$ cat src/rtl/invoke_unit.sv
// Method-call sequencer: runs INVOKESTATIC (header fetch, frame push, argument moves, jump)
// and RETURN (frame pop, pc/base restore) as multi-cycle operations beside the control unit.
module invoke_unit #(
  parameter int PC_W   = 16,
  parameter int DATA_W = 32,
  parameter int LVA_AW = 8,
  parameter int DEPTH  = 16
) (
  input  logic              clk,
  input  logic              rst_n,
  input  logic              invoke,
  input  logic [15:0]       method_idx,
  input  logic              ret,
  input  logic [PC_W-1:0]   ret_pc,
  output logic              data_req,
  output logic [15:0]       data_index,
  input  logic              data_valid,
  input  logic [DATA_W-1:0] data_in,
  output logic              pop_req,
  input  logic              pop_valid,
  input  logic [DATA_W-1:0] pop_data,
  output logic              lva_we,
  output logic [LVA_AW-1:0] lva_addr,
  output logic [DATA_W-1:0] lva_wdata,
  input  logic              lva_done,
  output logic [LVA_AW-1:0] lva_base,
  output logic              pc_load,
  output logic [PC_W-1:0]   new_pc,
  output logic              busy,
  output logic              done,
  output logic              err
);

  localparam int PTR_W = $clog2(DEPTH);
  localparam int CNT_W = PTR_W + 1;
  localparam int SUM_W = ((LVA_AW > 8) ? LVA_AW : 8) + 2;

  typedef enum logic [2:0] {IDLE, FETCH, CHECK, POP, WRITE, JUMP, RET} state_t;

  state_t            state, state_nxt;
  logic [15:0]       idx_q;
  logic [PC_W-1:0]   ret_pc_q;
  logic [DATA_W-1:0] hdr_q;
  logic [DATA_W-1:0] arg_q;
  logic [7:0]        cur_locals;
  logic [7:0]        arg_cnt;
  logic [CNT_W-1:0]  count;

  logic [PC_W-1:0]   rpc_stk    [DEPTH];
  logic [LVA_AW-1:0] base_stk   [DEPTH];
  logic [7:0]        locals_stk [DEPTH];

  logic [7:0]        max_locals, nargs;
  logic [SUM_W-1:0]  nb_sum;
  logic              ovf;
  logic [PTR_W-1:0]  push_idx, top_idx;
  logic              stk_empty;

  // Frame fits only if the stack has room, the new frame ends inside the LVA,
  // and every argument has a local slot to land in.
  function automatic logic frame_overflow(input logic [CNT_W-1:0] cnt,
                                          input logic [SUM_W-1:0] nb,
                                          input logic [7:0]       ml,
                                          input logic [7:0]       na);
    return (cnt == CNT_W'(DEPTH)) ||
           ((nb + SUM_W'(ml)) > (SUM_W'(1) << LVA_AW)) ||
           (na > ml);
  endfunction

  // Arguments pop in reverse order: the first pop is the last argument.
  function automatic logic [LVA_AW-1:0] arg_addr(input logic [LVA_AW-1:0] base,
                                                 input logic [7:0]        na,
                                                 input logic [7:0]        j);
    return base + LVA_AW'(na - 8'd1 - j);
  endfunction

  assign max_locals = hdr_q[23:16];
  assign nargs      = hdr_q[31:24];
  assign nb_sum     = SUM_W'(lva_base) + SUM_W'(cur_locals);
  assign ovf        = frame_overflow(count, nb_sum, max_locals, nargs);
  assign push_idx   = PTR_W'(count);
  assign top_idx    = PTR_W'(count - CNT_W'(1));
  assign stk_empty  = (count == '0);

  always_comb begin
    state_nxt  = state;
    data_req   = 1'b0;
    pop_req    = 1'b0;
    lva_we     = 1'b0;
    pc_load    = 1'b0;
    done       = 1'b0;
    err        = 1'b0;
    new_pc     = '0;
    data_index = '0;
    lva_addr   = '0;
    lva_wdata  = '0;
    unique case (state)
      IDLE: begin
        if (invoke)   state_nxt = FETCH;
        else if (ret) state_nxt = RET;
      end
      FETCH: begin
        data_req   = 1'b1;
        data_index = idx_q;
        if (data_valid) state_nxt = CHECK;
      end
      CHECK: begin
        if (ovf) begin
          err       = 1'b1;
          state_nxt = IDLE;
        end else if (nargs != 8'd0) begin
          state_nxt = POP;
        end else begin
          state_nxt = JUMP;
        end
      end
      POP: begin
        pop_req = 1'b1;
        if (pop_valid) state_nxt = WRITE;
      end
      WRITE: begin
        lva_we    = 1'b1;
        lva_addr  = arg_addr(lva_base, nargs, arg_cnt);
        lva_wdata = arg_q;
        if (lva_done) state_nxt = (arg_cnt == nargs - 8'd1) ? JUMP : POP;
      end
      JUMP: begin
        pc_load   = 1'b1;
        done      = 1'b1;
        new_pc    = PC_W'(hdr_q[15:0]);
        state_nxt = IDLE;
      end
      RET: begin
        if (stk_empty) begin
          err = 1'b1;
        end else begin
          pc_load = 1'b1;
          done    = 1'b1;
          new_pc  = rpc_stk[top_idx];
        end
        state_nxt = IDLE;
      end
      default: state_nxt = IDLE;
    endcase
  end

  assign busy = (state != IDLE);

  // Control state: FSM, frame count, current frame base/size, argument counter
  always_ff @(posedge clk or negedge rst_n) begin
    if (!rst_n) begin
      state      <= IDLE;
      count      <= '0;
      lva_base   <= '0;
      cur_locals <= '0;
      arg_cnt    <= '0;
    end else begin
      state <= state_nxt;
      unique case (state)
        CHECK: begin
          if (!ovf) begin
            count      <= count + CNT_W'(1);
            lva_base   <= nb_sum[LVA_AW-1:0];
            cur_locals <= max_locals;
            arg_cnt    <= '0;
          end
        end
        WRITE: begin
          if (lva_done) arg_cnt <= arg_cnt + 8'd1;
        end
        RET: begin
          if (!stk_empty) begin
            count      <= count - CNT_W'(1);
            lva_base   <= base_stk[top_idx];
            cur_locals <= locals_stk[top_idx];
          end
        end
        default: ;
      endcase
    end
  end

  // Data capture and frame storage; contents are only meaningful under the control state
  always_ff @(posedge clk) begin
    if (state == IDLE && invoke) begin
      idx_q    <= method_idx;
      ret_pc_q <= ret_pc;
    end
    if (state == FETCH && data_valid) hdr_q <= data_in;
    if (state == POP && pop_valid)    arg_q <= pop_data;
    if (state == CHECK && !ovf) begin
      rpc_stk[push_idx]    <= ret_pc_q;
      base_stk[push_idx]   <= lva_base;
      locals_stk[push_idx] <= cur_locals;
    end
  end

endmodule

$ cat config.mk
export PLATFORM = sky130hd
export DESIGN_NAME = invoke_unit
export DESIGN_NICKNAME = d
export VERILOG_FILES = /design/src/rtl/invoke_unit.sv
export SDC_FILE = /design/constraint.sdc
export NUM_CORES = 1
export LEC_CHECK = 0
export ABC_CLOCK_PERIOD_IN_PS = 10350
export CORE_MARGIN = 8
export CORE_UTILIZATION = 49
export DETAILED_ROUTE_END_ITERATION = 7
export PLACE_DENSITY_LB_ADDON = 0.2
export SLEW_MARGIN = 25
export SYNTH_ARGS = -nofsm -noshare
export SYNTH_HDL_FRONTEND = slang
export SYNTH_SLANG_ARGS = --single-unit
$ cat constraint.sdc
create_clock -name clk -period 10.35 [get_ports clk]
set_input_delay 2.5875 -clock clk [delete_from_list [all_inputs] [get_ports clk]]
set_output_delay 2.5875 -clock clk [all_outputs]
set_load 0.03 [all_outputs]
After elaboration in Yosys (flattened, before gate mapping) --
Memory sizes are Yosys's and may differ from the RTL's. Cells that the tools add are included. Widths: inputs -> output; s select.
Operators by class: add/subtract/negate cells 8, order comparisons 2, equal/unequal tests 14, muxes and demuxes 36, reduce and logical (&&, ||, !) cells 16
Operators with widths (number):
- $mux 8 | 7
- $pmux 8 s2 | 3
- $mux 16 | 2
- $mux 32 | 1
- $pmux 16 s2 | 1
- $mux 3 | 8
- $pmux 3 s5 | 1
- $add 9x8->10 | 1
- $gt 10x9->1 const B | 1
- $mux 5 | 2
- $ne 2x2->1 const B | 5
- $pmux 5 s2 | 1
- $add 8x8->9 | 1
- $eq 3x3->1 const B | 3
- $add 8x1->8 const B | 1
- $add 8x8->8 | 1
- $eq 8x8->1 | 1
- $gt 8x8->1 | 1
- $mux 1 | 8
- $reduce_bool 8->1 | 1
- $sub 8x1->8 const B | 1
- $sub 8x8->8 | 1
- $eq 3x2->1 const B | 2
- $reduce_and 3->1 | 2
- 14 further kinds | 20
Word-level totals: register bits 128, bits in writable memories 512, bits of input ports 103, output and inout bits 87, word-level logic and storage cells 88, memories 3
Memories:
- rpc_stk | depth 16, bits a word 16, read ports 1, clocked after Yosys merged registers in 0, write ports 1, line 49 | logic [PC_W-1:0] rpc_stk [DEPTH];
- base_stk | depth 16, bits a word 8, read ports 1, clocked after Yosys merged registers in 0, write ports 1, line 50 | logic [LVA_AW-1:0] base_stk [DEPTH];
- locals_stk | depth 16, bits a word 8, read ports 1, clocked after Yosys merged registers in 0, write ports 1, line 51 | logic [7:0] locals_stk [DEPTH];

Longest topological paths before layout --
depth after elaboration 9, gate-level depth with buffers 16, mapped depth without buffers 15

Worst setup path after synthesis --
OpenSTA, ideal clock, no wires.
path type register to output, start register lva_base[1], end output port err, data arrival time 4.209 ns, required time 7.763 ns, path slack 3.554 ns, stages on the path, launching flop included 14, path buffers 0, cell sequence dfrtp_1 ha_1 a21o_1 a21oi_1 o211ai_1 xor2_1 ha_1 and2_1 a221oi_1 a21oi_1 or3_1 a32oi_1 nor3_1 a211oi_1
On the way: word-level cells in the longest chain between the ends 7
Ends and longest elaborated chain:
- start: declaration | line 26 | output logic [LVA_AW-1:0] lva_base,
- start signal: assignment | line 163 | lva_base <= nb_sum[LVA_AW-1:0];
- start signal: assignment | line 174 | lva_base <= base_stk[top_idx];
- $add 8x8->9 | line 79 | assign nb_sum = SUM_W'(lva_base) + SUM_W'(cur_locals);
- $add 9x8->10 | line 66 | ((nb + SUM_W'(ml)) > (SUM_W'(1) << LVA_AW)) ||
- $gt 10x9->1 | line 66
- $logic_or 1x1->1 | line 65 | return (cnt == CNT_W'(DEPTH)) ||
- $logic_or 1x1->1 | line 66
- $mux 1 | line 108 | if (ovf) begin
- $pmux 1 s2 | line 97 | unique case (state)
- end: declaration | line 31 | output logic err
No other way between the ends.

Worst setup path in the final report --
Ends and elaborated chain as after synthesis.

==> metrics.json <==
{
  "place": {
    "final_weighted_congestion_of_routability_driven_global_placement": 0.863,
    "port-buffer-count": 189,
    "numPlacedInstances": 2205,
    "dp.final_hpwl_um": 35800
  },
  "drt": {
    "wl_um": 61500,
    "drt_iter0_drc": 1296,
    "routedWlPerCell_um": 26.5,
    "detail_route.vias_per_cell": 5.89,
    "remaining_drc_errors": 0,
    "antenna_violating_nets_post_route": 0,
    "detailroute.via_count": 13700,
    "firstDrtPassIters": 6
  },
  "critical_path": {
    "worstPathMaxFanout": 21,
    "classification_of_the_worst_setup_path": "register to output port",
    "worst-r2r-cell-count": 15,
    "worst-endpoint-arrival_ps": 5430,
    "crit_required_ps": 7760,
    "crit_path_start_kind": "register",
    "setup.reg_to_reg.worst_slack_ps": 4430,
    "rr_endpoint": "rpc_stk[12][4]",
    "rr_startpoint": "lva_base[0]",
    "critical_path.endpoint_type": "output port"
  },
  "cts": {
    "cts_resized": 0,
    "clock_tree.htree_level_count": 3,
    "clock_sinks": 640,
    "worst_skew_pair_later_pin_latency_ps": 610,
    "root_buffer": "sky130_fd_sc_hd__clkbuf_16",
    "post-cts-setup-buffer-count": 0,
    "cts-buffers-inserted": 67,
    "cts-root-to-sink-buffers": 3,
    "tritoncts_clock_tree": "done",
    "cts-hold-fix-buffers": 0,
    "clk_pin_slew_worst_paths_ps": 60
  },
  "global_route": {
    "grt_first_pass_wirelength_um": 91400,
    "grt_overflow": 0,
    "grt.total_usage_pct": 20.3,
    "grt_antenna_before_repair": 2,
    "grt_max_degree": 79,
    "via_count_of_the_first_global_routing_pass": 14300
  },
  "yosys": {
    "syn-num-nets": 1507,
    "synth_cell_types": 53,
    "synth-warning-count": 0,
    "synth-edff-count": 608,
    "ys_seq_area_share_pct": 73.1,
    "ys_dominant_reg_cell": "sky130_fd_sc_hd__edfxtp_1",
    "ys_seq_elements": 640,
    "synthCells": 1354,
    "ys_async_sr_fraction_pct": 5.00,
    "avg_synthesized_cell_area_um2": 19.3,
    "syn_area_um2": 26100
  },
  "cells_and_area": {
    "most_frequent_cells_in_the_layout": "sky130_fd_sc_hd__edfxtp_1 (608), sky130_fd_sc_hd__clkdlybuf4s50_1 (188), sky130_fd_sc_hd__mux4_2 (134)",
    "synthToLayoutAreaGrowth_pct": 19.4,
    "insertedDiodeCount": 0,
    "num-nets-final": 1739,
    "final.fill_count": 3804,
    "drive_above_1_share_pct": 18.9,
    "leading_cell_type_in_the_layout_fill_and_taps_excluded": "sky130_fd_sc_hd__edfxtp_1",
    "layoutNonFillerInstCount": 2326
  },
  "timing": {
    "post-route-min-period_ps": 8020,
    "timing.slew.headroom_pct": 37.8,
    "timing.final.setup_violations": 0,
    "fin_skew_ps": 22.5,
    "setup_tns_ps": 0,
    "period_share_pct": 77.5,
    "rsz0062_at_grt": "false",
    "worstMarginPinSlew_ps": 933,
    "max_freq_mhz": 125,
    "final_max_slew_viol_count": 0,
    "finalHoldViolations": 0
  },
  "floorplan": {
    "die_height_um": 247,
    "design.portCount": 190,
    "dieArea_um2": 60900,
    "row_count": 84,
    "initial_utilization_pct": 49.6,
    "core_region_um2": 52600,
    "chipWidth_um": 247
  },
  "power_and_ir_drop": {
    "power_leakage_nw": 10.6,
    "peakVddDrop_mv": 0.261,
    "report.power.total_mw": 9.55,
    "pwr_density_cell_nw_per_um2": 306
  },
  "outcome": {
    "run_status": "finished, final reports clean"
  },
  "worst_hold_path": {
    "worst_hold_path.endpoint": "count[4]",
    "whs_path_depth": 1,
    "min-delay-path-class": "register to register",
    "min-delay-start": "count[4]"
  },
  "flow_run": {
    "drv_cap": 0
  }
}
how the worst max path moves through the flow:
stage / cells past startpoint / endpoint / from / slack [ps]
finish: 14 / err / lva_base[1] / 2330
global route: 14 / err / lva_base[1] / 2050
CTS: 14 / err / lva_base[1] / 2310
detailed placement: 14 / err / lva_base[1] / 2980
global placement: 14 / err / lva_base[1] / 3180
floorplan: 13 / err / lva_base[1] / 3550
final cells by class:
type | instances | area [um^2] | area share [%]
tap | 688 | 861 | 2.76
multi-input combinational | 623 | 6820 | 21.9
clock inverter | 33 | 358 | 1.15
timing repair buffer | 226 | 2180 | 7.00
inverter | 28 | 105 | 0.337
clock buffer | 88 | 1760 | 5.64
sequential | 640 | 19100 | 61.2
registers in the layout, indices dropped and copies added (netlist names), 16 cells and up:
signal,count
locals_stk,128
ret_pc_q,16
rpc_stk,256
idx_q,16
arg_q,32
hdr_q,32
base_stk,128
synthesized netlist by cell type (11+ instances only):
| cell | number | area [um^2] |
|---|---|---|
| sky130_fd_sc_hd__a21oi_1 | 23 | 115 |
| sky130_fd_sc_hd__and3_1 | 39 | 244 |
| sky130_fd_sc_hd__inv_1 | 28 | 105 |
| sky130_fd_sc_hd__mux2i_1 | 46 | 460 |
| sky130_fd_sc_hd__xor2_1 | 17 | 149 |
| sky130_fd_sc_hd__xnor2_1 | 28 | 245 |
| sky130_fd_sc_hd__ha_1 | 41 | 513 |
| sky130_fd_sc_hd__mux4_2 | 134 | 3020 |
| sky130_fd_sc_hd__nor2_1 | 54 | 203 |
| sky130_fd_sc_hd__nor3_1 | 12 | 60.1 |
| sky130_fd_sc_hd__buf_2 | 13 | 65.1 |
| sky130_fd_sc_hd__and2_1 | 24 | 150 |
| sky130_fd_sc_hd__a21o_1 | 11 | 82.6 |
| sky130_fd_sc_hd__edfxtp_1 | 608 | 18300 |
| sky130_fd_sc_hd__o21ai_0 | 12 | 60.1 |
| sky130_fd_sc_hd__nand2_1 | 66 | 248 |
| sky130_fd_sc_hd__clkbuf_1 | 41 | 154 |
| sky130_fd_sc_hd__a32o_1 | 16 | 160 |
| sky130_fd_sc_hd__dfrtp_1 | 32 | 801 |
worst max-delay path, stage by stage, from the launching register on:
cell and delay [ps]:
sky130_fd_sc_hd__dfrtp_1 780, sky130_fd_sc_hd__ha_1 350, sky130_fd_sc_hd__a21o_1 150, sky130_fd_sc_hd__a21oi_1 240, sky130_fd_sc_hd__o211ai_1 170, sky130_fd_sc_hd__xor2_1 190, sky130_fd_sc_hd__ha_1 360, sky130_fd_sc_hd__and2_1 190
sky130_fd_sc_hd__a221oi_1 360, sky130_fd_sc_hd__a21oi_1 140, sky130_fd_sc_hd__or3_1 370, sky130_fd_sc_hd__a32oi_1 320, sky130_fd_sc_hd__nor3_1 110, sky130_fd_sc_hd__a211oi_1 320, sky130_fd_sc_hd__clkdlybuf4s50_1 780
logic make-up after synthesis:
| group | share of synthesized area, % |
|---|---|
| xor+xnor | 1.51 |
| fa+ha+maj | 2.66 |
| buf+inv | 1.42 |
| simple gates | 4.32 |
| compound gates | 2.85 |
| mux | 14.2 |
| flops | 73.1 |
power by group:
part	total (mW)	internal, mW	switching, mW
registers	3.60	3.24	0.355
logic	3.62	1.66	1.96
clock network	2.33	1.34	0.993
per-stage QoR:
| step | cell area (um^2) | hold slack, ps | utilization (%) | setup WS, ps |
|---|---|---|---|---|
| finish | 31100 | 500 | 59.3 | 2330 |
| global route | 31100 | 529 | 59.3 | 2050 |
| CTS | 31100 | 503 | 59.3 | 2310 |
| detailed placement | 29000 | 496 | 55.2 | 2980 |
| global placement | 29000 | 474 | 55.2 | 3180 |
| floorplan | 26100 | 459 | - | 3550 |
routing by layer:
layer	track usage [%]	wire length (um)
met2	33.4	29800
met4	6.20	1440
met3	4.08	4940
met1	27.3	25300
met5	0	17
(Power assumes the default switching activity.)
